$ cat src/rtl/alu_seq.sv
// Multi-cycle ALU: single-cycle arithmetic/logic/shift ops plus shift-add multiply and
// restoring divide/modulo, with a ready/done handshake, abort and accumulator chaining.
module alu_seq #(
    parameter int W  = 16,
    parameter int SH = $clog2(W)
) (
    input  logic         clk,
    input  logic         reset,
    input  logic [5:0]   op_code,
    input  logic [W-1:0] val,
    input  logic [W-1:0] reg0,
    input  logic         move,
    input  logic         store,
    input  logic         abort,
    output logic         ALU_ready,
    output logic         ALU_done,
    output logic [3:0]   ALU_flags,
    output logic [W-1:0] rez,
    output logic [W-1:0] rez_hi
);
    localparam logic [2:0] S_IDLE = 3'd0, S_EXEC = 3'd1, S_MULT = 3'd2,
                           S_DIVD = 3'd3, S_DONE = 3'd4;

    localparam logic [5:0] OP_ADD = 6'b001010, OP_SUB = 6'b001011, OP_LSR = 6'b001100,
                           OP_LSL = 6'b001101, OP_RSR = 6'b001110, OP_RSL = 6'b001111,
                           OP_AND = 6'b010100, OP_OR  = 6'b010101, OP_XOR = 6'b010110,
                           OP_NOT = 6'b010111, OP_CMP = 6'b011000, OP_TST = 6'b011001,
                           OP_INC = 6'b011010, OP_DEC = 6'b011011, OP_MUL = 6'b011100,
                           OP_DIV = 6'b011101, OP_MOD = 6'b011110;

    localparam int          CW   = SH + 1;
    localparam logic [SH:0] W_SH = (SH+1)'(W);

    logic [2:0]    state_reg;
    logic [5:0]    op_reg;
    logic [W-1:0]  a_reg, b_reg;
    logic [CW-1:0] cnt_reg;
    logic [W-1:0]  hi_reg, lo_reg;   // MUL: product halves; DIV: remainder / quotient

    logic [W-1:0]  arith_b;
    logic [W:0]    add_ext, sub_ext, lsr_ext, lsl_ext;
    logic [W-1:0]  rot_r, rot_l;
    logic [SH-1:0] sh_amt;
    logic [SH:0]   rot_back;
    logic [W:0]    mul_sum;
    logic [W:0]    div_shift;
    logic [W+1:0]  div_diff;
    logic          div_borrow;

    logic [W-1:0]  alu_r;
    logic          alu_c, alu_v, alu_valid, alu_wr;

    assign ALU_ready = (state_reg == S_IDLE);

    assign arith_b  = (op_reg == OP_INC || op_reg == OP_DEC) ? W'(1) : b_reg;
    assign add_ext  = {1'b0, a_reg} + {1'b0, arith_b};
    assign sub_ext  = {1'b0, a_reg} - {1'b0, arith_b};
    assign sh_amt   = b_reg[SH-1:0];
    // Extra bit on the shifted-out side captures the last bit lost (0 for a zero shift).
    assign lsr_ext  = {a_reg, 1'b0} >> sh_amt;
    assign lsl_ext  = {1'b0, a_reg} << sh_amt;
    assign rot_back = W_SH - {1'b0, sh_amt};
    assign rot_r    = (a_reg >> sh_amt) | (a_reg << rot_back);
    assign rot_l    = (a_reg << sh_amt) | (a_reg >> rot_back);

    assign mul_sum    = {1'b0, hi_reg} + (lo_reg[0] ? {1'b0, a_reg} : '0);
    assign div_shift  = {hi_reg, lo_reg[W-1]};
    assign div_diff   = {1'b0, div_shift} - {2'b00, b_reg};
    assign div_borrow = div_diff[W+1];

    always_comb begin
        alu_r     = '0;
        alu_c     = 1'b0;
        alu_v     = 1'b0;
        alu_valid = 1'b1;
        alu_wr    = 1'b1;
        case (op_reg)
            OP_ADD, OP_INC: begin
                alu_r = add_ext[W-1:0];
                alu_c = add_ext[W];
                alu_v = (a_reg[W-1] == arith_b[W-1]) && (add_ext[W-1] != a_reg[W-1]);
            end
            OP_SUB, OP_DEC, OP_CMP: begin
                alu_r  = sub_ext[W-1:0];
                alu_c  = sub_ext[W];
                alu_v  = (a_reg[W-1] != arith_b[W-1]) && (sub_ext[W-1] != a_reg[W-1]);
                alu_wr = (op_reg != OP_CMP);
            end
            OP_LSR: begin
                alu_r = lsr_ext[W:1];
                alu_c = lsr_ext[0];
            end
            OP_LSL: begin
                alu_r = lsl_ext[W-1:0];
                alu_c = lsl_ext[W];
            end
            OP_RSR: begin
                alu_r = rot_r;
                alu_c = (sh_amt != '0) && rot_r[W-1];
            end
            OP_RSL: begin
                alu_r = rot_l;
                alu_c = (sh_amt != '0) && rot_l[0];
            end
            OP_AND: alu_r = a_reg & b_reg;
            OP_OR:  alu_r = a_reg | b_reg;
            OP_XOR: alu_r = a_reg ^ b_reg;
            OP_NOT: alu_r = ~a_reg;
            OP_TST: begin
                alu_r  = a_reg & b_reg;
                alu_wr = 1'b0;
            end
            default: begin
                alu_valid = 1'b0;
                alu_wr    = 1'b0;
            end
        endcase
    end

    always_ff @(posedge clk or negedge reset) begin
        if (!reset) begin
            state_reg <= S_IDLE;
            op_reg    <= '0;
            a_reg     <= '0;
            b_reg     <= '0;
            cnt_reg   <= '0;
            hi_reg    <= '0;
            lo_reg    <= '0;
            ALU_done  <= 1'b0;
            ALU_flags <= '0;
            rez       <= '0;
            rez_hi    <= '0;
        end else begin
            ALU_done <= 1'b0;
            case (state_reg)
                S_IDLE: if (move) begin
                    op_reg  <= op_code;
                    a_reg   <= store ? rez : reg0;
                    b_reg   <= val;
                    cnt_reg <= '0;
                    hi_reg  <= '0;
                    if (op_code == OP_MUL) begin
                        lo_reg    <= val;
                        state_reg <= S_MULT;
                    end else if (op_code == OP_DIV || op_code == OP_MOD) begin
                        lo_reg    <= store ? rez : reg0;
                        state_reg <= S_DIVD;
                    end else begin
                        state_reg <= S_EXEC;
                    end
                end
                S_EXEC: state_reg <= S_DONE;
                S_MULT: begin
                    if (abort) begin
                        state_reg <= S_IDLE;
                    end else if (cnt_reg == CW'(W)) begin
                        state_reg <= S_DONE;
                    end else begin
                        hi_reg  <= mul_sum[W:1];
                        lo_reg  <= {mul_sum[0], lo_reg[W-1:1]};
                        cnt_reg <= cnt_reg + 1'b1;
                    end
                end
                S_DIVD: begin
                    if (abort) begin
                        state_reg <= S_IDLE;
                    end else if (cnt_reg == CW'(W)) begin
                        state_reg <= S_DONE;
                    end else begin
                        hi_reg  <= div_borrow ? div_shift[W-1:0] : div_diff[W-1:0];
                        lo_reg  <= {lo_reg[W-2:0], ~div_borrow};
                        cnt_reg <= cnt_reg + 1'b1;
                    end
                end
                S_DONE: begin
                    state_reg <= S_IDLE;
                    ALU_done  <= 1'b1;
                    if (op_reg == OP_MUL) begin
                        rez       <= lo_reg;
                        rez_hi    <= hi_reg;
                        ALU_flags <= {hi_reg != '0, hi_reg != '0, lo_reg[W-1], lo_reg == '0};
                    end else if (op_reg == OP_DIV) begin
                        rez       <= lo_reg;
                        rez_hi    <= hi_reg;
                        ALU_flags <= {b_reg == '0, 1'b0, lo_reg[W-1], lo_reg == '0};
                    end else if (op_reg == OP_MOD) begin
                        rez       <= hi_reg;
                        rez_hi    <= lo_reg;
                        ALU_flags <= {b_reg == '0, 1'b0, hi_reg[W-1], hi_reg == '0};
                    end else if (alu_valid) begin
                        ALU_flags <= {alu_v, alu_c, alu_r[W-1], alu_r == '0};
                        if (alu_wr) begin
                            rez <= alu_r;
                        end
                    end
                end
                default: state_reg <= S_IDLE;
            endcase
        end
    end
endmodule

$ cat config.mk
export PLATFORM = sky130hd
export DESIGN_NAME = alu_seq
export DESIGN_NICKNAME = d
export VERILOG_FILES = /design/src/rtl/alu_seq.sv
export SDC_FILE = /design/constraint.sdc
export NUM_CORES = 1
export LEC_CHECK = 0
export ABC_AREA = 1
export CAP_MARGIN = 40
export CELL_PAD_IN_SITES_DETAIL_PLACEMENT = 2
export CELL_PAD_IN_SITES_GLOBAL_PLACEMENT = 2
export CORE_MARGIN = 1
export CORE_UTILIZATION = 30
export DETAILED_ROUTE_END_ITERATION = 10
export GPL_TIMING_DRIVEN = 1
export PLACE_DENSITY_LB_ADDON = 0.05
export SLEW_MARGIN = 20
export SYNTH_ARGS = -nofsm -noshare
export SYNTH_HDL_FRONTEND = slang
export SYNTH_SLANG_ARGS = --single-unit
$ cat constraint.sdc
create_clock -name clk -period 7.2 [get_ports clk]
set_clock_uncertainty 0.1 [all_clocks]
set_input_delay 1.44 -clock clk [delete_from_list [all_inputs] [get_ports clk]]
set_output_delay 1.44 -clock clk [all_outputs]
set_load 0.005 [all_outputs]
==> run_results.csv <==
group,metric,value,unit
status,status,"complete, no violations",
grt,use_met2,0.548,
setup_path,critical_path_class,"register to register",
grt,grt_max_degree,55,
clock_tree,hold_buffers,0,
sta,finalCritPeriodShare,0.605,
setup_path,worstSetupStartpointType,"register",
final_layout,area.growth.synth_to_final,14.9,%
clock_tree,h-tree-depth,4,
logic_synthesis,synth_edf_count,0,
sta,hold_viol,0,
clock_tree,cts_sinks,115,
detailed_routing,final_antenna_net_count,0,
logic_synthesis,async_flop_share,1.00,
sta,slew_headroom,0.423,
floorplanning,dieHeight,215,um
setup_path,worstSetupEndpointType,"register",
grt,busiest_layer,"met2",
grt,grt_antenna_before_repair,2,
logic_synthesis,synth-seq-area-share,0.212,
place,routabilityCongestion,0.944,
logic_synthesis,synthTopCellsByCount,"656 x nand2_1, 346 x nand3_1, 229 x inv_1, 209 x nor2_1, 145 x a21oi_1",
clock_tree,cts_buffers,17,
clock_tree,cts_setup_buffers,0,
sta,slew_viol_final,0,
floorplanning,die-area,0.0461,mm^2
sta,layout_setup_ws,2.84,ns
grt,use_met1,0.421,
grt,grt_remaining_overflow,0,
sta,setup_viol,0,
logic_synthesis,syn_area,0.0136,mm^2
clock_tree,post_cts_resized,0,
clock_tree,clockRootBuffer,"clkbuf_16",
final_layout,fin_nets,2447,
logic_synthesis,yosysTopAreaCell,"dfrtp_1",
logic_synthesis,synth_most_common_cell,"nand2_1",
job,drv_cap,0,
place,dpl_worst_slack,2.91,ns
detailed_routing,drc_errors,0,
final_layout,n_antenna_cell,0,
pwr,powerDensity,566,mW/mm^2
final_layout,final_cell_area,0.0156,mm^2
clock_tree,cts_tree,"built",
grt,grtUsageMet3,0.0429,
logic_synthesis,ys_warn_count,0,
sta,max_freq,229,MHz
pwr,p_total,8820,uW
sta,hold_slack,0.455,ns
place,port-buffer-count,80,
logic_synthesis,synth_fp_nets,2408,
clock_tree,clk_latency,0.44,ns
sta,setup_tns,0,ns
setup_path,critPathMaxFanout,37,
floorplanning,pin_count,81,
sta,fin_crit,4.36,ns
floorplanning,die_w,215,um
grt,grt_pass1_vias,17200,
sta,grt_setup_unrepaired,"false",
logic_synthesis,yosys.area.top_type_share,0.212,
floorplanning,placementRows,77,
logic_synthesis,synth_flop_cell,"dfrtp_1",
floorplanning,core,0.0444,mm^2
grt,grt_pass1_wl,113,mm
logic_synthesis,postSynthCellCount,2256,
logic_synthesis,ys_ff_latch,115,
detailed_routing,vias,16500,
clock_tree,clock_path_buffers,2,
detailed_routing,drt_first_pass_iters,5,
setup_path,crit_required,7.48,ns
place,place_area,0.0150,mm^2
logic_synthesis,ys_types,58,
clock_tree,clk_pin_slew,0.06,ns
logic_synthesis,synth_area_per_cell,6.02,um^2
hold_path,min_path_type,"register to register",
place,dp_hpwl,59.6,mm
pwr,peakVddDrop,0.000231,V
floorplanning,start_util,0.306,
grt,grt_use_total,0.327,
logic_synthesis,synthTopCellsByArea,"dfrtp_1 21%, nand2_1 18%, nand3_1 13%",
sta,tightest_slew,0.864,ns
pwr,leakagePower,0.00784,uW
detailed_routing,detailedRoute.firstIterationViolations,1113,
detailed_routing,wl,76.0,mm
detailed_routing,wire_per_inst,26.2,um
final_layout,drive_above_1_share,0.0516,
setup_path,arrival,4.64,ns
detailed_routing,viasPerCell,5.68,
[where the power goes]
group          switching, uW  internal [uW]  leakage, uW
Sequential               658            926      0.00144
Clock                    327            557     0.000281
Combinational           4460           1890      0.00613
[layer usage]
| layer | share of wire | vias to the layer above |
|---|---|---|
| met5 | 0.00034 | - |
| met4 | 0.040 | 4 |
| met3 | 0.052 | 118 |
| met2 | 0.47 | 447 |
| met1 | 0.44 | 8341 |
| li1 | - | 7550 |
[through the flow]
step / util / cells
floorplan: - / 2256
global placement: 0.333 / 2857
detailed placement: 0.337 / 2865
CTS: 0.350 / 2895
global route: 0.351 / 2898
finish: 0.351 / 2898
[final timing paths]
check | from | endpoint | slack [ns] | cells past startpoint
min in group asynchronous | reset | cnt_reg[4] | 0.70 | 1
max in group asynchronous | reset | hi_reg[9] | 5.05 | 4
worst max-delay path | b_reg[1] | ALU_flags[0] | 2.84 | 20
worst min register to register | rez_hi[1] | rez_hi[1] | 0.45 | 2
worst max register to register | b_reg[1] | ALU_flags[0] | 2.84 | 20
worst min-delay path | rez_hi[1] | rez_hi[1] | 0.45 | 2
[cells by family after synthesis]
| family | synth area share |
|---|---|
| AND/OR/NAND/NOR | 0.419 |
| AO/OA/AOI/OAI | 0.149 |
| adder cells (fa/ha/maj) | 0.103 |
| buffers and inverters | 0.104 |
| flip-flops | 0.212 |
| XOR/XNOR | 0.00710 |
| multiplexers | 0.00664 |
[critical path, cell delays in order (launching register included)]
cell	delay [ns]
dfrtp_1	0.32
buf_4	0.39
inv_2	0.36
buf_16	0.27
ha_1	0.28
buf_4	0.32
inv_1	0.33
buf_8	0.25
nand3_1	0.13
nor2_1	0.07
nand2_1	0.11
nand3_1	0.08
nand2_1	0.10
nand2_1	0.18
nor2_1	0.37
nand2_1	0.10
nor2_1	0.17
nand4_1	0.12
nand2_1	0.08
nand2_1	0.06
nand2_1	0.05
[layout make-up]
cell class | count | area [um^2]
fill | 5519 | 28800
multi-input combinational | 1805 | 9300
sequential | 115 | 2880
timing repair buffer | 114 | 1180
inverter | 242 | 915
tap | 592 | 741
clock buffer | 21 | 460
clock inverter | 9 | 131
[placed cells by master, fill, tap and decap left out, types with 4 or more instances in the layout]
cell type        instances
a21o_1                   4
a21oi_1                145
a22oi_1                 17
a31oi_1                 29
and2_1                   4
buf_16                   4
buf_4                   25
buf_8                    4
clkbuf_16               17
clkdlybuf4s50_1         79
dfrtp_1                115
fa_1                     4
ha_1                   105
inv_1                  229
inv_2                    8
mux2i_1                  9
nand2_1                656
nand2_2                 16
nand3_1                346
nand3b_1                 5
nand4_1                 26
nor2_1                 208
nor2_2                  14
nor2_4                   4
nor3_1                  17
nor4_1                   8
o211ai_1                22
o21ai_0                118
xnor2_1                  4
xor2_1                   7
Power figures use the tool's default switching activity.
